===== config.mk =====
export PLATFORM = sky130hd
export DESIGN_NAME = tx_baseband_transmitter
export DESIGN_NICKNAME = d
export VERILOG_FILES = /design/src/rtl/tx_baseband_transmitter.sv
export SDC_FILE = /design/constraint.sdc
export NUM_CORES = 1
export LEC_CHECK = 0
export CORE_AREA = 2 2 269 271
export CTS_CLUSTER_DIAMETER = 30
export DETAILED_ROUTE_END_ITERATION = 8
export DIE_AREA = 0 0 271 273
export DONT_BUFFER_PORTS = 1
export MAX_ROUTING_LAYER = met4
export SYNTH_ARGS = -nofsm -noshare
export SYNTH_HDL_FRONTEND = slang
export SYNTH_SLANG_ARGS = --single-unit

===== constraint.sdc =====
create_clock -name clock -period 7.6 [get_ports clock]
set_input_delay 0.76 -clock clock [delete_from_list [all_inputs] [get_ports clock]]
set_output_delay 0.76 -clock clock [all_outputs]
set_load 0.01 [all_outputs]

===== src/rtl/tx_baseband_transmitter.sv =====
// -----------------------------------------------------------------------------
// tx_baseband_transmitter
//
// Transmit-side 1:N gearbox. Parallel words of NUMBER_OF_LINE samples are
// queued in a small FIFO, serialized one sample per clock (MSB slice = oldest
// sample goes first), scaled by a signed Q1.15 gain with round-half-up and
// saturation, and driven out as a DAC-rate sample stream.
//
// Optional build feature (macro TX_FS4_MIX_EN): an extra registered stage
// multiplies valid samples by +1, 0, -1, 0 (real fs/4 upconversion). This adds
// one cycle of latency.
//
// Ports:
//   clock            sole clock
//   reset            synchronous, active-high reset
//   data_in          parallel word; slice [N*DW-1 -: DW] is transmitted first
//   data_in_valid    word valid
//   data_in_ready    FIFO not full (registered)
//   enable           transmit enable
//   gain             signed Q1.15 gain, sampled every cycle
//   data_out         serialized, scaled sample (0 when invalid)
//   data_out_valid   data_out carries a real sample
//   underflow_count  saturating count of underflow events
// -----------------------------------------------------------------------------
module tx_baseband_transmitter #(
  parameter int NUMBER_OF_LINE = 4,
  parameter int DATA_WIDTH     = 16,
  parameter int FIFO_DEPTH     = 4
) (
  input  logic                                 clock,
  input  logic                                 reset,
  input  logic [NUMBER_OF_LINE*DATA_WIDTH-1:0] data_in,
  input  logic                                 data_in_valid,
  output logic                                 data_in_ready,
  input  logic                                 enable,
  input  logic [15:0]                          gain,
  output logic [DATA_WIDTH-1:0]                data_out,
  output logic                                 data_out_valid,
  output logic [15:0]                          underflow_count
);

  localparam int WW = NUMBER_OF_LINE * DATA_WIDTH;
  localparam int AW = $clog2(FIFO_DEPTH);
  localparam int CW = $clog2(FIFO_DEPTH + 1);
  localparam int LW = (NUMBER_OF_LINE > 1) ? $clog2(NUMBER_OF_LINE) : 1;
  localparam int PW = DATA_WIDTH + 16;

  localparam logic [LW-1:0] LANE_FIRST = (NUMBER_OF_LINE > 1) ? LW'(1) : '0;
  localparam logic [LW-1:0] LANE_LAST  = LW'(NUMBER_OF_LINE - 1);
  localparam logic [CW-1:0] COUNT_FULL = CW'(FIFO_DEPTH);

  localparam logic signed [PW-1:0] RND_HALF = PW'(16384);
  localparam logic signed [PW-1:0] SAT_MAX  = PW'((2 ** (DATA_WIDTH - 1)) - 1);
  localparam logic signed [PW-1:0] SAT_MIN  = ~SAT_MAX;

  typedef enum logic [1:0] {IDLE, PRIME, RUN} state_t;

  // ---------------------------------------------------------------- FIFO
  logic [WW-1:0] mem [FIFO_DEPTH];
  logic [AW-1:0] wr_ptr, rd_ptr;
  logic [CW-1:0] count, count_next;
  logic [WW-1:0] head;
  logic          push, pop;

  state_t            state;
  logic [LW-1:0]     lane;
  logic [DATA_WIDTH-1:0] ser_q;
  logic [WW-1:0]     shift_q;
  logic              ser_valid;

  assign push = data_in_valid && data_in_ready;
  assign head = mem[rd_ptr];

  // Pop decision is shared by the FIFO pointers and the FSM load path.
  always_comb begin
    // NOTE: every combinational output gets a default first, so no path can
    // leave it unassigned and infer a latch.
    pop = 1'b0;
    case (state)
      PRIME:   pop = enable && (count >= CW'(2));
      RUN:     pop = enable && (lane == '0) && (count != '0);
      default: pop = 1'b0;
    endcase
  end

  always_comb begin
    count_next = count;
    if (push && !pop)      count_next = count + CW'(1);
    else if (pop && !push) count_next = count - CW'(1);
  end

  // NOTE: word storage carries no reset; emptiness is defined by the pointers
  // and count, so clearing the array would only cost reset fan-out.
  always_ff @(posedge clock) begin
    if (push) mem[wr_ptr] <= data_in;
  end

  always_ff @(posedge clock) begin
    if (reset) begin
      wr_ptr        <= '0;
      rd_ptr        <= '0;
      count         <= '0;
      data_in_ready <= 1'b1;
    end else begin
      if (push) wr_ptr <= wr_ptr + AW'(1);
      if (pop)  rd_ptr <= rd_ptr + AW'(1);
      count         <= count_next;
      data_in_ready <= (count_next != COUNT_FULL);
    end
  end

  // ---------------------------------------------------------------- FSM
  // lane is the index of the next slice to present; lane == 0 while in RUN
  // means the last slice of the current word is on ser_q (word boundary).
  always_ff @(posedge clock) begin
    if (reset) begin
      state           <= IDLE;
      lane            <= '0;
      ser_q           <= '0;
      shift_q         <= '0;
      ser_valid       <= 1'b0;
      underflow_count <= '0;
    end else begin
      case (state)
        IDLE: begin
          ser_valid <= 1'b0;
          if (enable) state <= PRIME;
        end
        PRIME: begin
          if (!enable) begin
            state <= IDLE;
          end else if (pop) begin
            ser_q     <= head[WW-1 -: DATA_WIDTH];
            shift_q   <= head << DATA_WIDTH;
            lane      <= LANE_FIRST;
            ser_valid <= 1'b1;
            state     <= RUN;
          end
        end
        RUN: begin
          if (lane != '0) begin
            ser_q   <= shift_q[WW-1 -: DATA_WIDTH];
            shift_q <= shift_q << DATA_WIDTH;
            lane    <= (lane == LANE_LAST) ? '0 : lane + LW'(1);
          end else if (pop) begin
            // Next word follows the previous one with no gap.
            ser_q   <= head[WW-1 -: DATA_WIDTH];
            shift_q <= head << DATA_WIDTH;
            lane    <= LANE_FIRST;
          end else if (!enable) begin
            ser_valid <= 1'b0;
            state     <= IDLE;
          end else begin
            ser_valid <= 1'b0;
            state     <= PRIME;
            if (underflow_count != 16'hFFFF)
              underflow_count <= underflow_count + 16'd1;
          end
        end
        default: begin
          ser_valid <= 1'b0;
          state     <= IDLE;
        end
      endcase
    end
  end

  // ---------------------------------------------------------------- gain
  logic signed [PW-1:0]  prod, rnd;
  logic [DATA_WIDTH-1:0] scaled;
  logic [DATA_WIDTH-1:0] g_q;
  logic                  g_valid;

  always_comb begin
    prod = PW'($signed(ser_q)) * PW'($signed(gain));
    rnd  = (prod + RND_HALF) >>> 15;
    if (rnd > SAT_MAX)      scaled = SAT_MAX[DATA_WIDTH-1:0];
    else if (rnd < SAT_MIN) scaled = SAT_MIN[DATA_WIDTH-1:0];
    else                    scaled = rnd[DATA_WIDTH-1:0];
  end

  always_ff @(posedge clock) begin
    if (reset) begin
      g_q     <= '0;
      g_valid <= 1'b0;
    end else begin
      g_valid <= ser_valid;
      g_q     <= ser_valid ? scaled : '0;
    end
  end

`ifdef TX_FS4_MIX_EN
  // ---------------------------------------------------------------- fs/4 mix
  localparam logic [DATA_WIDTH-1:0] D_MIN = {1'b1, {(DATA_WIDTH-1){1'b0}}};
  localparam logic [DATA_WIDTH-1:0] D_MAX = ~D_MIN;

  logic [1:0]            phase, eff_phase;
  logic [DATA_WIDTH-1:0] neg;
  logic [DATA_WIDTH-1:0] m_q;
  logic                  m_valid;

  // Every valid run starts with a PRIME->RUN load, and PRIME/IDLE always leave
  // a gap, so a rising edge of g_valid marks the start of a run: the phase
  // restarts at 0 there.
  always_comb begin
    eff_phase = m_valid ? phase : 2'd0;
    neg       = (g_q == D_MIN) ? D_MAX : (~g_q + DATA_WIDTH'(1));
  end

  always_ff @(posedge clock) begin
    if (reset) begin
      phase   <= 2'd0;
      m_q     <= '0;
      m_valid <= 1'b0;
    end else begin
      m_valid <= g_valid;
      if (g_valid) begin
        phase <= eff_phase + 2'd1;
        case (eff_phase)
          2'd0:    m_q <= g_q;
          2'd2:    m_q <= neg;
          default: m_q <= '0;
        endcase
      end else begin
        m_q <= '0;
      end
    end
  end

  assign data_out       = m_q;
  assign data_out_valid = m_valid;
`else
  assign data_out       = g_q;
  assign data_out_valid = g_valid;
`endif

endmodule


======== Word-level counts from Yosys, hierarchy flattened ========
Memory sizes are Yosys's and may differ from the RTL's. A register that Yosys moved wholly into a read port is not among the register bits.
Index checks and enable logic that the tools add are counted.
word-level totals
  logic and storage cells ................. 92
  bits in writable memories ............... 256
  bits in registers ....................... 126
  memories kept ........................... 1
memories
  memory  words  bits a word  read ports  clocked after memory_dff  wr ports  line  text
  mem     4      64           1           1                         1         59    logic [WW-1:0] mem [FIFO_DEPTH];
cells by class
  muxes and demuxes ....................... 34
  add/sub/neg operators ................... 7
  magnitude comparators ................... 3
  equality and inequality tests ........... 11
  bitwise logic cells ..................... 3
  reduce and logical (&&, ||, !) cells .... 19
  multiply operators ...................... 1
operators with widths
  cell                    number
  $mux 64                 3
  $pmux 64 s2             1
  $mux 16                 4
  $add 32x16->32 const B  1
  $mul 16x16->32          1
  $pmux 16 s2             1
  $mux 2                  11
  $gt 17x16->1 const B    1
  $lt 17x16->1 const B    1
  $add 16x1->16 const B   1
  $ne 16x16->1 const B    1
  $mux 15                 1
  $ne 2x2->1 const B      5
  $reduce_and 4->1        2
  $mux 1                  7
  $add 2x1->2 const B     3
  $logic_and 1x1->1       6
  $mux 3                  2
  $ne 3x3->1 const B      2
  $pmux 2 s3              1
  $reduce_and 5->1        1
  $eq 2x2->1 const B      2
  $logic_not 2->1         2
  $pmux 1 s2              2
  other kinds (12)        16

======== Logic depth before layout (Yosys ltp) ========
Gate-level depths: netlist of the first run.
  depth in word-level cells ............... 8
  mapped depth ............................ 23
  gate-level depth less buffers ........... 21

======== Least setup slack after synthesis of the first run ========
No wires, ideal clock.
  kind .................................... input port to flip-flop
  start ................................... in gain[1]
  end ..................................... reg g_q[5], in the netlist data_out[5]
  library setup time ...................... 0.114 ns
  arrival ................................. 6.614 ns
  data required time ...................... 7.486 ns
  slack ................................... 0.872 ns
  path buffers ............................ 2
  stages .................................. 23
  cell sequence ........................... clkbuf_1 nand2_1 inv_1 fa_1 fa_1 inv_1 fa_1 inv_1 fa_1 inv_1 fa_1 inv_1 fa_1 ha_1 nand2_1 nor2_1 a211oi_1 nand2_1 o21ai_0 xor2_1 a21oi_2 buf_2 a21o_1
between the ends
  word-level cells in the longest chain between the ends .. 5
  elaborated cells on any way between the ends .. 6
ends and longest elaborated chain
  element               line  text
  from (decl)           36    input logic [15:0] gain,
  $mul 16x16->32 (*)    175   prod = PW'($signed(ser_q)) * PW'($signed(gain));
  $add 32x16->32 (*)    176   rnd = (prod + RND_HALF) >>> 15;
  $lt 17x16->1          178   else if (rnd < SAT_MIN) scaled = SAT_MIN[DATA_WIDTH-1:0];
  $mux 16               178
  $mux 15 (*)           177   if (rnd > SAT_MAX) scaled = SAT_MAX[DATA_WIDTH-1:0];
  to (signal assigned)  188   g_q <= ser_valid ? scaled : '0;
  to (decl)             171   logic [DATA_WIDTH-1:0] g_q;
Every way passes the cells marked *; elsewhere a longest branch is shown, timed or not.
A chain may end at the register's enable or synchronous reset.

======== Final worst setup path of the first run ========
  start ................................... reg ser_q[4]
  end ..................................... reg g_q[12], in the netlist data_out[12]
between the ends
  word-level cells in the longest chain between the ends .. 5
  elaborated cells on any way between the ends .. 6
ends and longest elaborated chain
  element                 line  text
  from (decl)             67    logic [DATA_WIDTH-1:0] ser_q;
  from (signal assigned)  133   ser_q <= head[WW-1 -: DATA_WIDTH];
  from (signal assigned)  142   ser_q <= shift_q[WW-1 -: DATA_WIDTH];
  from (signal assigned)  147   ser_q <= head[WW-1 -: DATA_WIDTH];
  $mul 16x16->32 (*)      175
  $add 32x16->32 (*)      176
  $lt 17x16->1            178
  $mux 16                 178
  $mux 15 (*)             177
Marks and branches as above.

==> results of run 1 <==
==> power by group through the flow <==
stage	clock network, mW	logic, mW	registers (mW)
6_report	3.20	0.227	2.34
3_5_place_dp	0	0.232	2.38
5_1_grt	3.37	0.253	2.34
3_3_place_gp	0	0.229	2.37
4_1_cts	3.27	0.233	2.34
2_1_floorplan	0	0.185	2.37
==> per-layer routing <==
| metal | vias to the layer above | track usage | part of all wire |
|---|---|---|---|
| met5 | - | - | 0 |
| met4 | 0 | 0.04609 | 0.022 |
| met3 | 97 | 0.04578 | 0.066 |
| met1 | 7266 | 0.1729 | 0.41 |
| li1 | 6461 | - | - |
| met2 | 323 | 0.2630 | 0.50 |
==> Yosys cell counts (all sizes together) (38+ instances only) <==
| cell type | n |
|---|---|
| a211oi | 70 |
| a21oi | 38 |
| and2 | 136 |
| clkbuf | 67 |
| dfxtp | 128 |
| edfxtp | 256 |
| fa | 262 |
| ha | 92 |
| inv | 299 |
| mux2i | 67 |
| mux4 | 64 |
| nand2 | 160 |
| nor2 | 110 |
==> area by class of cell <==
cell class,instances,share of cell area
Clock inverter,47,0.01871
Clock buffer,88,0.07261
Sequential cell,384,0.3731
Tap cell,950,0.04324
Multi-Input combinational cell,1165,0.4482
Inverter,299,0.04083
Timing Repair Buffer,12,0.003277
==> placed cells by master (no fill, tap or decap), drive strengths merged, types with 3 or more instances in the layout <==
cell type and count:
inv 307, nor2 110, clkbuf 88, ha 92, a211oi 70, mux4 64
edfxtp 256, nor3 7, mux2i 67, xor2 16, nand2b 6, clkinv 28
nand2 160, a21oi 38, and3 8, and4 3, nand4 3, o21ai 23
nand3 15, fa 262, bufinv 6, clkinvlp 5, or3 7, a21o 20
nor4 3, and2 136, dfxtp 128, buf 12, xnor2 27
==> cells by family after synthesis <==
kind of cell,synth area share
flip-flops,0.4269
XOR/XNOR,0.01600
AO/OA/AOI/OAI,0.04971
adder cells (fa/ha/maj),0.2668
multiplexers,0.08796
AND/OR/NAND/NOR,0.09192
buffers and inverters,0.06071
==> path summary, 6_finish.rpt <==
kind | startpoint | end | cells past startpoint
max | ser_q[4] | data_out[12] | 20
max reg2reg | ser_q[4] | data_out[12] | 20
min | data_in[13] | mem[0][13] | 0
min reg2reg | shift_q[14] | shift_q[14] | 1
==> worst max-delay path, cell delays in order (launching register included) <==
cell	delay, ns
dfxtp_1	0.90
nand2_1	0.15
fa_1	0.52
inv_1	0.06
fa_1	0.51
inv_1	0.06
fa_1	0.53
inv_1	0.05
fa_1	0.38
fa_1	0.53
inv_1	0.06
fa_1	0.48
inv_1	0.04
ha_1	0.39
and4_1	0.25
nand2_1	0.09
o311a_1	0.46
o41ai_4	0.30
xor2_2	0.17
a21oi_2	0.50
a21o_1	0.20
==> per-stage QoR <==
step                        util  power [mW]  worst slack (ns)  cells
after floorplan                -       2.552            0.8721   1933
after CTS                 0.3872       5.839            0.9231   2945
after global placement    0.3518       2.599            0.9326   2810
after global routing      0.3872       5.963            0.4864   2945
final                     0.3872       5.760            0.9157   2945
after detailed placement  0.3518       2.608            0.7925   2810
==> state kept, by name, indices dropped and copies added (netlist names), 2 cells and up, named ones only <==
| signal | cells |
|---|---|
| rd_ptr | 2 |
| data_out | 16 |
| wr_ptr | 2 |
| lane | 2 |
| shift_q | 64 |
| mem | 256 |
| underflow_count | 16 |
| ser_q | 16 |
| count | 3 |
| state | 2 |
==> run metrics, run 1 <==
max-slew violation count 0; total CTS buffers 73; share of layout cells above drive strength 1 0.1078; first-pass GRT wire length 86130 um; # DRC 0; Synth Register Bits 384; Final Cell Area 27490 um^2; crit path time final 6.684 ns; Area growth syn-to-layout 14.48%; Final Setup Violations 0; row cnt 98; Detail Route Antenna Nets 0; vias in the first global route 15748; Yosys top cell area share 0.3202; CTS tree built; critical path class flop to flop; Slew headroom 0.2789; HPWL after detailed placement 37390 um; Setup crit end kind flop; cts hold-fix bufs 0; sequential-to-total area share from yosys stat 0.4269; total negative setup slack 0 ns; Post-synth EDFFs 256; Setup Fix Bufs, Post-CTS 0; P_int 4.504 mW; die area 73980 um^2; Netlist Area Pre-Place 24010 um^2; outcome finished clean; # fillers 6692; Yosys warning count 0; First-pass DRT Iterations 5; Clock Power Share 0.555; gr usage total 0.1535; sw power 1.256 mW; DR iter-0 viols 783; initial antenna violation count 0; core area 71000 um^2; Routed wire per std cell 18.13 um; Clock Skew 0.02876 ns; I/O Pins 118; vias 14147; Pleak 11.57 nW; Most used DFF post-synth edfxtp_1; htree depth 3; DP Area 24980 um^2; CTS sink cnt 384; starting density of the core 0.3382; Layout Nets 2373; largest net degree at the start of global routing 96; CTS max path bufs 3; power share of the combinational group 0.039; Die H 273 um; worst skew pair latency 0.60 ns; largest cells by area after synthesis edfxtp_1, fa_1, dfxtp_1, mux4_2, ha_1; Die X 271 um; sw frac 0.2181; Crit path arrival time 7.20 ns; max-cap check violation count 0; CP Launch Type flop; CP required 8.11 ns; total global routing overflow 0; fin crit share 0.8795; Worst-Margin Slew 1.082 ns; clk root buf clkbuf_16; Reg2Reg Setup Slack 0.92 ns; Hold Fails Final Rpt 0; critical path peak fanout 17; IO Port Bufs 0; Flop pwr share 0.406; Placer Congestion 0.8750; Avg Cell Area, Syn 12.42 um^2; peak supply drop 0.2193 mV; area leader, netlist edfxtp_1; # resized after CTS 0; pwr/cell area 209.6 nW/um^2; clock slew at the register clock pins of the worst setup and hold paths 0.05 ns; worst min path class primary input to flop; RSZ-0062 raised after global routing false; Sequential Area 10250 um^2; Post-Synthesis Cells 1933; mean number of vias per cell 4.804; Multi-input gate area 12320 um^2; Net Count, Synth 2371; Post-synth ARST share 0; Peak Freq 149.6 MHz; # diodes 0; DRT Wirelength 53400 um; distinct cell type count after synthesis 54; Hold WS 0.2568 ns
No activity file was read; power rests on OpenSTA's default activity.
==> run 2, diff against run 1 <==
Settings changed: ABC_AREA from default to 0.
==> results of run 2 <==
Final layout, timing and power as in run 1 (identical DEF).
